### src/rtl/i2c_target_rx_if.sv
// rtl/i2c_target_rx_if.sv - I2C target receiver bus and byte-stream bundle
interface i2c_target_rx_if;
  logic       i_scl;
  logic       i_sda;
  logic       o_sda_oe;
  logic       o_scl_oe;
  logic [7:0] o_data;
  logic       o_valid;
  logic       i_ready;
  logic       o_busy;

  modport slave (
    input  i_scl, i_sda, i_ready,
    output o_sda_oe, o_scl_oe, o_data, o_valid, o_busy
  );

  modport master (
    output i_scl, i_sda, i_ready,
    input  o_sda_oe, o_scl_oe, o_data, o_valid, o_busy
  );
endinterface

### src/rtl/i2c_target_rx.sv
// rtl/i2c_target_rx.sv - write-only I2C target receiver with address match and ACK
// Define I2C_TARGET_STRETCH_EN for valid/ready backpressure via SCL clock stretching.
module i2c_target_rx #(
  parameter logic [6:0] ADDR        = 7'h48,
  parameter int         SYNC_STAGES = 2
) (
  input logic            i_clk,
  input logic            i_rst_n,
  i2c_target_rx_if.slave bus
);
  typedef enum logic [2:0] {
    S_IDLE, S_ADDR, S_ADDR_ACK, S_DATA, S_DATA_ACK, S_IGNORE
  } state_t;

  state_t                 state_q, state_d;
  logic [SYNC_STAGES-1:0] scl_sync, sda_sync;
  logic                   scl_q, sda_q, scl_s, sda_s;
  logic                   scl_rise, scl_fall, bus_start, bus_stop;
  logic [3:0]             bitcnt_q;
  logic [7:0]             shreg_q, data_q;
  logic                   byte_done_q, valid_q;
  logic                   sda_oe_q, sda_oe_d, busy_q, busy_d, clr_cnt;
  logic                   stretch_q;

  // Bus idles high, so the synchronizers reset to 1 to avoid phantom edges.
  always_ff @(posedge i_clk or negedge i_rst_n) begin
    if (!i_rst_n) begin
      scl_sync <= '1;
      sda_sync <= '1;
      scl_q    <= 1'b1;
      sda_q    <= 1'b1;
    end else begin
      scl_sync <= {scl_sync[SYNC_STAGES-2:0], bus.i_scl};
      sda_sync <= {sda_sync[SYNC_STAGES-2:0], bus.i_sda};
      scl_q    <= scl_s;
      sda_q    <= sda_s;
    end
  end

  assign scl_s     = scl_sync[SYNC_STAGES-1];
  assign sda_s     = sda_sync[SYNC_STAGES-1];
  assign bus_start = scl_s & scl_q & sda_q & ~sda_s;
  assign bus_stop  = scl_s & scl_q & ~sda_q & sda_s;
  assign scl_rise  = scl_s & ~scl_q & ~bus_start & ~bus_stop;
  assign scl_fall  = ~scl_s & scl_q & ~bus_start & ~bus_stop;

  always_ff @(posedge i_clk or negedge i_rst_n) begin
    if (!i_rst_n) begin
      state_q  <= S_IDLE;
      sda_oe_q <= 1'b0;
      busy_q   <= 1'b0;
    end else begin
      state_q  <= state_d;
      sda_oe_q <= sda_oe_d;
      busy_q   <= busy_d;
    end
  end

  always_comb begin
    state_d  = state_q;
    sda_oe_d = sda_oe_q;
    busy_d   = busy_q;
    clr_cnt  = 1'b0;
    if (bus_start) begin
      state_d  = S_ADDR;
      sda_oe_d = 1'b0;
      busy_d   = 1'b0;
      clr_cnt  = 1'b1;
    end else if (bus_stop) begin
      state_d  = S_IDLE;
      sda_oe_d = 1'b0;
      busy_d   = 1'b0;
    end else if (scl_fall) begin
      case (state_q)
        S_ADDR: begin
          if (bitcnt_q == 4'd8) begin
            if (shreg_q[7:1] == ADDR && !shreg_q[0]) begin
              sda_oe_d = 1'b1;
              busy_d   = 1'b1;
              state_d  = S_ADDR_ACK;
            end else begin
              state_d  = S_IGNORE;
            end
          end
        end
        S_ADDR_ACK, S_DATA_ACK: begin
          sda_oe_d = 1'b0;
          clr_cnt  = 1'b1;
          state_d  = S_DATA;
        end
        S_DATA: begin
          if (bitcnt_q == 4'd8) begin
            sda_oe_d = 1'b1;
            state_d  = S_DATA_ACK;
          end
        end
        default: ;
      endcase
    end
  end

  // Byte completion is flagged on the 8th rise and published one cycle later.
  always_ff @(posedge i_clk or negedge i_rst_n) begin
    if (!i_rst_n) begin
      shreg_q     <= 8'h00;
      bitcnt_q    <= 4'd0;
      byte_done_q <= 1'b0;
      data_q      <= 8'h00;
      valid_q     <= 1'b0;
    end else begin
      byte_done_q <= 1'b0;
      if (clr_cnt) begin
        bitcnt_q <= 4'd0;
      end else if (scl_rise && !stretch_q && state_q != S_IDLE && state_q != S_IGNORE) begin
        shreg_q     <= {shreg_q[6:0], sda_s};
        bitcnt_q    <= bitcnt_q + 4'd1;
        byte_done_q <= (state_q == S_DATA) && (bitcnt_q == 4'd7);
      end
      if (byte_done_q) begin
        data_q <= shreg_q;
      end
`ifdef I2C_TARGET_STRETCH_EN
      if (byte_done_q) begin
        valid_q <= 1'b1;
      end else if (valid_q && bus.i_ready) begin
        valid_q <= 1'b0;
      end
`else
      valid_q <= byte_done_q;
`endif
    end
  end

`ifdef I2C_TARGET_STRETCH_EN
  // Hold SCL low after the data ACK while the consumer still owns the last byte.
  always_ff @(posedge i_clk or negedge i_rst_n) begin
    if (!i_rst_n) begin
      stretch_q <= 1'b0;
    end else if (bus_start || bus_stop || (valid_q && bus.i_ready)) begin
      stretch_q <= 1'b0;
    end else if (scl_fall && state_q == S_DATA_ACK && valid_q) begin
      stretch_q <= 1'b1;
    end
  end
  assign bus.o_scl_oe = stretch_q;
`else
  assign stretch_q    = 1'b0;
  assign bus.o_scl_oe = 1'b0;
`endif

  assign bus.o_sda_oe = sda_oe_q;
  assign bus.o_busy   = busy_q;
  assign bus.o_data   = data_q;
  assign bus.o_valid  = valid_q;
endmodule

### src/flat_wrapper.sv
// flat-port wrapper written by rule: the top's interface ports become plain ports
module i2c_target_rx_flat 
#(
  parameter logic [6:0] ADDR        = 7'h48,
  parameter int         SYNC_STAGES = 2
)
  (i_clk, i_rst_n, bus_i_scl, bus_i_sda, bus_i_ready, bus_o_sda_oe, bus_o_scl_oe, bus_o_data, bus_o_valid, bus_o_busy);
  i2c_target_rx_if bus_i ();
  input logic i_clk;
  input logic i_rst_n;
  input wire logic [$bits(bus_i.i_scl)-1:0] bus_i_scl;
  input wire logic [$bits(bus_i.i_sda)-1:0] bus_i_sda;
  input wire logic [$bits(bus_i.i_ready)-1:0] bus_i_ready;
  output wire logic [$bits(bus_i.o_sda_oe)-1:0] bus_o_sda_oe;
  output wire logic [$bits(bus_i.o_scl_oe)-1:0] bus_o_scl_oe;
  output wire logic [$bits(bus_i.o_data)-1:0] bus_o_data;
  output wire logic [$bits(bus_i.o_valid)-1:0] bus_o_valid;
  output wire logic [$bits(bus_i.o_busy)-1:0] bus_o_busy;
  assign bus_i.i_scl = bus_i_scl;
  assign bus_i.i_sda = bus_i_sda;
  assign bus_i.i_ready = bus_i_ready;
  assign bus_o_sda_oe = bus_i.o_sda_oe;
  assign bus_o_scl_oe = bus_i.o_scl_oe;
  assign bus_o_data = bus_i.o_data;
  assign bus_o_valid = bus_i.o_valid;
  assign bus_o_busy = bus_i.o_busy;
  i2c_target_rx #(.ADDR(ADDR), .SYNC_STAGES(SYNC_STAGES)) u_core (.i_clk(i_clk), .i_rst_n(i_rst_n), .bus(bus_i));
endmodule
### config.mk
export PLATFORM = sky130hd
export DESIGN_NAME = i2c_target_rx_flat
export DESIGN_NICKNAME = d
export VERILOG_FILES = /design/src/rtl/i2c_target_rx_if.sv /design/src/rtl/i2c_target_rx.sv /design/src/flat_wrapper.sv
export SDC_FILE = /design/constraint.sdc
export NUM_CORES = 1
export LEC_CHECK = 0
export CAP_MARGIN = 20
export CORE_UTILIZATION = 40
export DETAILED_ROUTE_END_ITERATION = 7
export SYNTH_ARGS = -nofsm -noshare
export SYNTH_HDL_FRONTEND = slang
export SYNTH_SLANG_ARGS = --single-unit
### constraint.sdc
create_clock -name i_clk -period 2.05 [get_ports i_clk]
set_input_delay 0.3075 -clock i_clk [delete_from_list [all_inputs] [get_ports i_clk]]
set_output_delay 0.3075 -clock i_clk [all_outputs]
set_load 0.01 [all_outputs]
### Word level (Yosys, flattened, before mapping)

Index checks and enable logic that the tools add are counted.

| cells by class | value |
|---|---|
| add/sub/neg operators | 1 |
| equal/unequal tests | 11 |
| muxes and demuxes | 26 |
| bitwise logic cells | 18 |
| reduce and logical (&&, ||, !) cells | 17 |

Operators by type and width:

| kind | count |
|---|---|
| $mux 3 | 6 |
| $mux 1 | 16 |
| $reduce_bool 3->1 | 5 |
| $ne 4x1->1 const B | 3 |
| $and 1x1->1 | 11 |
| $pmux 3 s3 | 1 |
| $mux 4 | 2 |
| $reduce_and 4->1 | 2 |
| $eq 7x7->1 const B | 1 |
| $not 1->1 | 7 |
| $eq 3x2->1 const B | 2 |
| $reduce_and 5->1 | 1 |
| $reduce_bool 5->1 | 1 |
| $add 4x1->4 const B | 1 |
| $eq 4x3->1 const B | 1 |
| $eq 4x4->1 const B | 1 |
| $logic_and 1x1->1 | 4 |
| $eq 3x1->1 const B | 1 |
| $eq 3x3->1 const B | 1 |
| $ne 3x3->1 const B | 1 |
| $pmux 1 s3 | 1 |
| $reduce_and 2->1 | 1 |
| $reduce_bool 2->1 | 1 |
| $reduce_or 2->1 | 1 |
| $logic_not 1->1 | 1 |

| word-level totals | value |
|---|---|
| register bits after elaboration | 33 |
| bits of input ports | 5 |
| output and inout port bits | 12 |
| logic and storage cells | 85 |

### Logic depth before layout (Yosys ltp)

Gate-level depths: netlist of the first run.

| depth | value |
|---|---|
| depth after elaboration | 11 |
| gate-level depth with buffers | 6 |
| mapped depth without buffers | 6 |

### Worst setup path after synthesis of the first run

OpenSTA, ideal clock, no wires.

| timing path | value |
|---|---|
| path kind | register to register |
| start point | register u_core.sda_sync[1] |
| end point | register u_core.state_q[0] |
| arrival time | 1.357 ns |
| required time | 1.968 ns |
| setup slack | 0.611 ns |
| stages on the path, launching flop included | 6 |
| path buffers | 1 |
| cell sequence | dfstp_2 -> xor2_1 -> and3_1 -> buf_6 -> or3_1 -> a31oi_1 |

| between the ends | value |
|---|---|
| longest elaborated chain between the ends | 7 |
| elaborated cells on any way between the ends | 14 |
| those cells by class | eq/ne (2); mux (2); bitwise (7); reduce/logical (3) |

Ends and longest elaborated chain:

| what | RTL line | RTL |
|---|---|---|
| from (decl) | i2c_target_rx.sv:16 | `logic [SYNC_STAGES-1:0] scl_sync, sda_sync;` |
| from (signal assigned) | i2c_target_rx.sv:34 | `sda_sync <= {sda_sync[SYNC_STAGES-2:0], bus.i_sda};` |
| $not 1->1 | i2c_target_rx.sv:42 | `assign bus_start = scl_s & scl_q & sda_q & ~sda_s;` |
| $and 1x1->1 | i2c_target_rx.sv:42 |  |
| $not 1->1 | i2c_target_rx.sv:45 | `assign scl_fall = ~scl_s & scl_q & ~bus_start & ~bus_stop;` |
| $and 1x1->1 (2 in series) | i2c_target_rx.sv:45 |  |
| $reduce_bool 3->1 (no source line) | - |  |
| $reduce_and 4->1 (no source line) | - |  |
| to (signal assigned) | i2c_target_rx.sv:53 | `state_q <= state_d;` |
| to (decl) | i2c_target_rx.sv:15 | `state_t state_q, state_d;` |

Parallel ways exist; a longest one is shown, timed or not.
A chain may end at the register's enable or synchronous reset.

### Worst setup path in the final report of the first run

| timing path | value |
|---|---|
| start point | register u_core.state_q[1] |
| end point | register u_core.state_q[0] |

| between the ends | value |
|---|---|
| longest elaborated chain between the ends | 6 |
| elaborated cells on any way between the ends | 13 |
| those cells by class | eq/ne (6); mux (4); reduce/logical (3) |

Ends and longest elaborated chain:

| what | RTL line | RTL |
|---|---|---|
| $eq 3x2->1 or $eq 3x3->1 (tied branches) | i2c_target_rx.sv:74 | `case (state_q)` |
| $reduce_or 2->1 | i2c_target_rx.sv:74 |  |
| $pmux 3 s3 | i2c_target_rx.sv:74 |  |
| $mux 3 | i2c_target_rx.sv:73 | `end else if (scl_fall) begin` |
| $mux 3 | i2c_target_rx.sv:69 | `end else if (bus_stop) begin` |
| $mux 3 | i2c_target_rx.sv:64 | `if (bus_start) begin` |

Parallel ways exist; a longest one is shown, timed or not. The select of a mux whose other input is x is not followed.

==> results of run 1 <==
## state kept, by name (all words and copies together), names as in the netlist
| signal | flops |
|---|---|
| u_core.shreg_q | 8 |
| u_core.scl_sync | 2 |
| u_core.bus.o_data | 8 |
| u_core.byte_done_q | 1 |
| u_core.bitcnt_q | 4 |
| u_core.state_q | 3 |
| u_core.bus.o_busy | 1 |
| u_core.bus.o_sda_oe | 1 |
| u_core.sda_sync | 2 |
| u_core.scl_q | 1 |
| u_core.sda_q | 1 |
| u_core.bus.o_valid | 1 |
## layer usage
metal  GRT usage  vias to the layer above  part of all wire
met4      0.0611                        0            0.0033
met3      0.0429                        2             0.036
li1            -                      448                 -
met1       0.167                      466              0.48
met2       0.215                       15              0.48
met5           0                        -                 0
## cell families after synthesis
kind of cell / Yosys count / share of synthesized area
other: 1 / 0.00243
DFF: 33 / 0.540
AOI/OAI and AO/OA: 18 / 0.0860
adders and majority gates: 2 / 0.0162
xor gates and xnor gates: 5 / 0.0284
muxes: 17 / 0.146
buffers and inverters: 11 / 0.0414
and+or+nand+nor: 28 / 0.140
## per-stage QoR
step / std cells / power [uW] / worst slack (ns)
6_report: 182 / 1860 / 0.382
5_1_grt: 182 / 1950 / 0.290
4_1_cts: 182 / 1890 / 0.385
3_5_place_dp: 174 / 1260 / 0.399
3_3_place_gp: 174 / 1250 / 0.479
2_1_floorplan: 115 / 1170 / 0.611
## power groups by stage
stage / Clock, uW / Sequential, uW / Combinational, uW
5_1_grt: 659 / 930 / 365
3_3_place_gp: 0 / 922 / 326
3_5_place_dp: 0 / 926 / 338
6_report: 613 / 916 / 333
2_1_floorplan: 0 / 881 / 288
4_1_cts: 632 / 914 / 339
## critical path, stage by stage (launching register included)
cell	delay, ns
sky130_fd_sc_hd__dfrtp_1	0.54
sky130_fd_sc_hd__xnor2_1	0.41
sky130_fd_sc_hd__nor3_4	0.10
sky130_fd_sc_hd__or3_1	0.35
sky130_fd_sc_hd__a31oi_1	0.18
## cells in the mapped netlist (2+ instances only)
master,count,share of area
sky130_fd_sc_hd__o32ai_1,2,0.011
sky130_fd_sc_hd__nor4_1,2,0.0081
sky130_fd_sc_hd__buf_6,2,0.015
sky130_fd_sc_hd__nand2_1,2,0.0049
sky130_fd_sc_hd__nor2_1,4,0.0097
sky130_fd_sc_hd__xor2_1,4,0.023
sky130_fd_sc_hd__clkbuf_1,2,0.0049
sky130_fd_sc_hd__nor4b_2,2,0.019
sky130_fd_sc_hd__dfstp_2,6,0.10
sky130_fd_sc_hd__mux2_4,9,0.088
sky130_fd_sc_hd__o211ai_1,3,0.015
sky130_fd_sc_hd__ha_1,2,0.016
sky130_fd_sc_hd__buf_4,2,0.0097
sky130_fd_sc_hd__a21oi_1,2,0.0065
sky130_fd_sc_hd__nor3_1,2,0.0065
sky130_fd_sc_hd__mux2_2,8,0.058
sky130_fd_sc_hd__o21ai_1,2,0.0065
sky130_fd_sc_hd__dfrtp_1,27,0.44
sky130_fd_sc_hd__inv_1,5,0.012
sky130_fd_sc_hd__and3_1,3,0.012
sky130_fd_sc_hd__a31oi_1,4,0.016
## final cells by class
cell class,count,share of cell area
clock inverter,1,0.0163
timing repair buffer,17,0.0886
clock buffer,7,0.0470
tap,48,0.0327
sequential,33,0.454
inverter,5,0.0102
multi-input combinational,71,0.351
## worst max-delay path by stage
| stage | start | slack [ns] | end | depth (start not counted) |
|---|---|---|---|---|
| 3_3_place_gp | u_core.state_q[1] | 0.48 | u_core.state_q[0] | 4 |
| 5_1_grt | u_core.state_q[1] | 0.29 | u_core.state_q[0] | 4 |
| 4_1_cts | u_core.state_q[1] | 0.38 | u_core.state_q[0] | 4 |
| 6_report | u_core.state_q[1] | 0.38 | u_core.state_q[0] | 4 |
| 3_5_place_dp | u_core.state_q[1] | 0.40 | u_core.state_q[0] | 4 |
| 2_1_floorplan | u_core.sda_sync[1] | 0.61 | u_core.state_q[0] | 5 |
==> metrics, run 1 <==
net count after synthesis=122; total clock buffers created by CTS=5; count of nets left with antenna violations after detail routing=0; distinct cell type count of the synthesized netlist=41; most used cells in the layout excluding fill and tap cells=sky130_fd_sc_hd__dfrtp_1 (27), sky130_fd_sc_hd__clkdlybuf4s50_1 (14), sky130_fd_sc_hd__mux2_4 (9); register-to-register setup slack=0.38 ns; count of flip-flops with a built-in enable after synthesis=0; core footprint=3690 sq um; via count of the first global-routing pass=between 900 and 1000; post-route cell area=approximately 1800 sq um; number of hold buffers added after cts=0; global-route wire length before repair=4200 microns; critical-path maximum fanout=14; share of total power in the clock network=0.329; number of gates given a new drive strength after cts=0; category of the most critical setup path=reg2reg; Ports=17; Final Routed Wirelength=about 2400 microns; width of the die=64.1 microns; Wirelength per Cell=13.4 microns; Syn Std Cell Area=1540 sq um; final-layout setup total negative slack=0 ns; Die Height=roughly 64 microns; number of sinks on the clock net=33; fraction of layout instances using a drive strength above 1=0.306; required time of the critical path=about 2.2 ns; outcome=finished, final reports clean; starting utilization of the core area=0.418; synthesized area per cell=13.4 sq um; Layout area overhead=19.1%; setup repair bufs after CTS=0; Internal Pwr Total=between 1000 and 1500 uW; async set-or-reset flop fraction in the synthesized netlist=1.00; worst hold slack across all endpoints=between 0.3 and 0.4 ns; Post-Route Skew=roughly 0.0034 ns; Rows=22; violation count after the first detailed-routing iteration=38; number of endpoints failing setup at the final stage=0; CTS H-tree lvls=2; initial antenna violation count=0; largest net degree at the start of global routing=34; switching power summed over all nets=between 400 and 500 uW; total global-route track usage=0.135; insertion delay to the later sink of the worst-skew pair=0.27 ns; worst min-delay path endpoint=u_core.sda_sync[1]; Antenna Diode Count=0; Critical Path AT=1.85 ns; CTS Root Buffer Type=sky130_fd_sc_hd__clkbuf_8; Static Leakage=about 0.00082 uW; NumNets Final=140; instance area at placement=1720 sq um; TritonCTS clock tree=done; worst reg-to-reg path cell count=4; Reg power frac=0.492; count of synthesis-stage warnings from yosys=0; I/O Buffers=14; combined area of the multi-input logic cells=646 sq um; power density relative to cell area=1010 nW/um^2; total vias in the final route=931; clock slew at reported path FFs=0.06 ns; DRC errors left=0; sum of net half-perimeters after detailed placement=approximately 1800 microns; fin crit period=around 1.7 ns; Peak VDD IR=~0.48 mV; share of the clock period used by the worst path after layout=0.814; most common cell after layout, fill and taps aside=sky130_fd_sc_hd__dfrtp_1; buffers from clock root to sink, at most=2; final slew viol count=0; kind of end point of the critical path=flip-flop; sequential cell area fraction in the yosys report=0.540; Critical Path Source Type=flip-flop; fillers=337; source of the worst register-to-register timing path=u_core.state_q[1]; global placer's final weighted congestion=0.906; number of max-cap violations=0; overflow left after global routing=0; die outline area=approximately 4100 sq um; Final Hold Viols=0; Post-synth top flop=sky130_fd_sc_hd__dfrtp_1; Pre-antenna DRT Iters=4; Max Clk Rate=600 MHz; number of instances in the synthesized netlist=115; hold path start=u_core.sda_sync[0]; combinational share of power=0.179; cell depth of the worst hold path=0; register area=~830 sq um; number of synthesized register bits=33; switching share of power=0.263; via-per-instance ratio=5.12; share of the core filled with cells in the final layout=0.498; RSZ-0062 raised after global routing=false; class of the worst hold path=reg2reg; endpoint of the lowest-slack register-to-register path=u_core.state_q[0]
Power figures use the tool's default switching activity.
==> run 2, diff against run 1 <==
Clock period 2.05 ns to 1.6 ns, I/O delays scaled along.
==> run 2 against run 1 <==
Count of clock-buffer cells in the layout unchanged. Total power is 21% higher. Via count is 0.43% higher. Cell count grew 2.7%. Sequential share of layout area down 0.88 points. Clock skew barely moved. Hold slack better by 0.0010 ns. Sequential power increased by 29%. Design area increased by 2.0%. Fmax up 9.5%. Highest routed layer unchanged. Non-clock buffer count is 5 higher.
==> metrics, run 2 (synthesis results as in run 1) <==
TritonCTS clock tree=done (unchanged); Die Height=64.1 microns (unchanged); NumNets Final=145 (was 140); Critical Path Source Type=flip-flop (unchanged); Antenna Diode Count=0 (unchanged); share of total power in the clock network=0.260 (was 0.329); starting utilization of the core area=0.418 (unchanged); kind of end point of the critical path=flip-flop (unchanged); fin crit period=1.52 ns (was 1.67 ns); global placer's final weighted congestion=0.881 (was 0.906); number of sinks on the clock net=33 (unchanged); Final Hold Viols=0 (unchanged); number of max-cap violations=0 (unchanged); CTS Root Buffer Type=sky130_fd_sc_hd__clkbuf_8 (unchanged); total clock buffers created by CTS=5 (unchanged); global-route wire length before repair=4290 microns (was 4200 microns); power consumption=2250 uW (was 1860 uW); outcome=finished, final reports clean (unchanged); Critical Path AT=1.68 ns (was 1.85 ns); RSZ-0062 raised after global routing=false (unchanged); width of the die=64.1 microns (unchanged); Reg power frac=0.523 (was 0.492); combinational share of power=0.217 (was 0.179); insertion delay to the later sink of the worst-skew pair=0.28 ns (was 0.27 ns); Rows=22 (unchanged); Wirelength per Cell=13.3 microns (was 13.4 microns); Layout area overhead=21.4% (was 19.1%); share of the clock period used by the worst path after layout=0.952 (was 0.814); core footprint=3690 sq um (unchanged); violation count after the first detailed-routing iteration=21 (was 38); Peak VDD IR=0.608 mV (was 0.476 mV); switching share of power=0.292 (was 0.263); I/O Buffers=14 (unchanged); number of endpoints failing setup at the final stage=0 (unchanged); worst hold slack across all endpoints=0.357 ns (was 0.356 ns); via count of the first global-routing pass=923 (was 952); power density relative to cell area=1200 nW/um^2 (was 1010 nW/um^2); die outline area=4110 sq um (unchanged); critical-path maximum fanout=10 (was 14); largest net degree at the start of global routing=34 (unchanged); count of nets left with antenna violations after detail routing=0 (unchanged); final slew viol count=0 (unchanged); Ports=17 (unchanged); Post-Route Skew=0.00318 ns (was 0.00336 ns); number of hold buffers added after cts=0 (unchanged); category of the most critical setup path=reg2reg (unchanged); switching power summed over all nets=658 uW (was 490 uW); clock slew at reported path FFs=0.06 ns (about the same); final-layout setup total negative slack=0 ns (unchanged); overflow left after global routing=0 (unchanged); buffers from clock root to sink, at most=2 (unchanged); total vias in the final route=935 (was 931); sum of net half-perimeters after detailed placement=1740 microns (was 1760 microns); Max Clk Rate=656 MHz (was 600 MHz); Final Routed Wirelength=2490 microns (was 2430 microns); Static Leakage=0.000844 uW (was 0.000820 uW); total global-route track usage=0.141 (was 0.135); via-per-instance ratio=5.00 (was 5.12); Pre-antenna DRT Iters=3 (was 4); initial antenna violation count=0 (unchanged); CTS H-tree lvls=2 (unchanged); class of the worst hold path=in2async (was reg2reg); fraction of layout instances using a drive strength above 1=0.345 (was 0.306); most used cells in the layout excluding fill and tap cells=sky130_fd_sc_hd__dfrtp_1 (27), sky130_fd_sc_hd__clkdlybuf4s50_1 (14), sky130_fd_sc_hd__mux2_4 (9) (unchanged); required time of the critical path=1.76 ns (was 2.23 ns); DRC errors left=0 (unchanged); Internal Pwr Total=1600 uW (was 1370 uW); most common cell after layout, fill and taps aside=sky130_fd_sc_hd__dfrtp_1 (unchanged)
==> run 2: what timing repair did <==
item                                   CTS  global route
setup endpoints to repair                0            12
buffers inserted                         0             1
endpoints found under the hold margin    0             0
resized for setup                        0             5
==> run 2: worst paths after layout <==
check	cells after the start	start	endpoint	slack, ns
max	4	u_core.state_q[2]	u_core.shreg_q[2]	0.08
min	2	i_rst_n	u_core.state_q[1]	0.36
max reg2reg	4	u_core.state_q[2]	u_core.shreg_q[2]	0.08
min reg2reg	0	u_core.sda_sync[0]	u_core.sda_sync[1]	0.36
max in group asynchronous	2	i_rst_n	u_core.sda_q	0.91
min in group i_clk	0	u_core.sda_sync[0]	u_core.sda_sync[1]	0.36
==> run 2: stage by stage <==
step | instance area (sq um) | setup WS [ns] | instances | util
floorplan | 1540 | 0.161 | 115 | -
global placement | 1750 | 0.0907 | 178 | 0.475
detailed placement | 1750 | 0.0543 | 178 | 0.475
CTS | 1830 | 0.0417 | 186 | 0.497
global route | 1870 | 0.00711 | 187 | 0.508
finish | 1870 | 0.0767 | 187 | 0.508
==> run 2: critical path, cell delays in order, from the launching register on <==
cell	delay, ns
sky130_fd_sc_hd__dfrtp_1	0.46
sky130_fd_sc_hd__xor2_1	0.22
sky130_fd_sc_hd__o21ai_1	0.16
sky130_fd_sc_hd__buf_4	0.24
sky130_fd_sc_hd__mux2_4	0.32
==> run 2: power by group through the flow <==
stage / Combinational (uW) / Clock [uW] / Sequential [uW]
detailed placement: 469 / 0 / 1180
global route: 534 / 660 / 1200
global placement: 456 / 0 / 1170
floorplan: 369 / 0 / 1130
finish: 489 / 587 / 1180
CTS: 476 / 615 / 1160
==> run 2: layout make-up <==
cell class,instances,area [sq um]
Sequential cell,33,833
Tap cell,48,60.1
Inverter,5,18.8
Clock inverter,1,7.51
Timing Repair Buffer,22,200
Multi-Input combinational cell,71,677
Fill cell,330,1820
Clock buffer,7,76.3
==> run 2: metal layers <==
metal,GRT usage,vias up,part of all wire
met5,0,-,0
met4,0.0611,0,0.0092
met3,0.0518,2,0.045
met2,0.214,17,0.46
met1,0.182,457,0.49
li1,-,459,-
==> run 3, diff against run 2 <==
Settings changed: CTS_CLUSTER_SIZE set to 14.
==> results of run 3 <==
Final layout, timing and power as in run 2 (identical DEF).
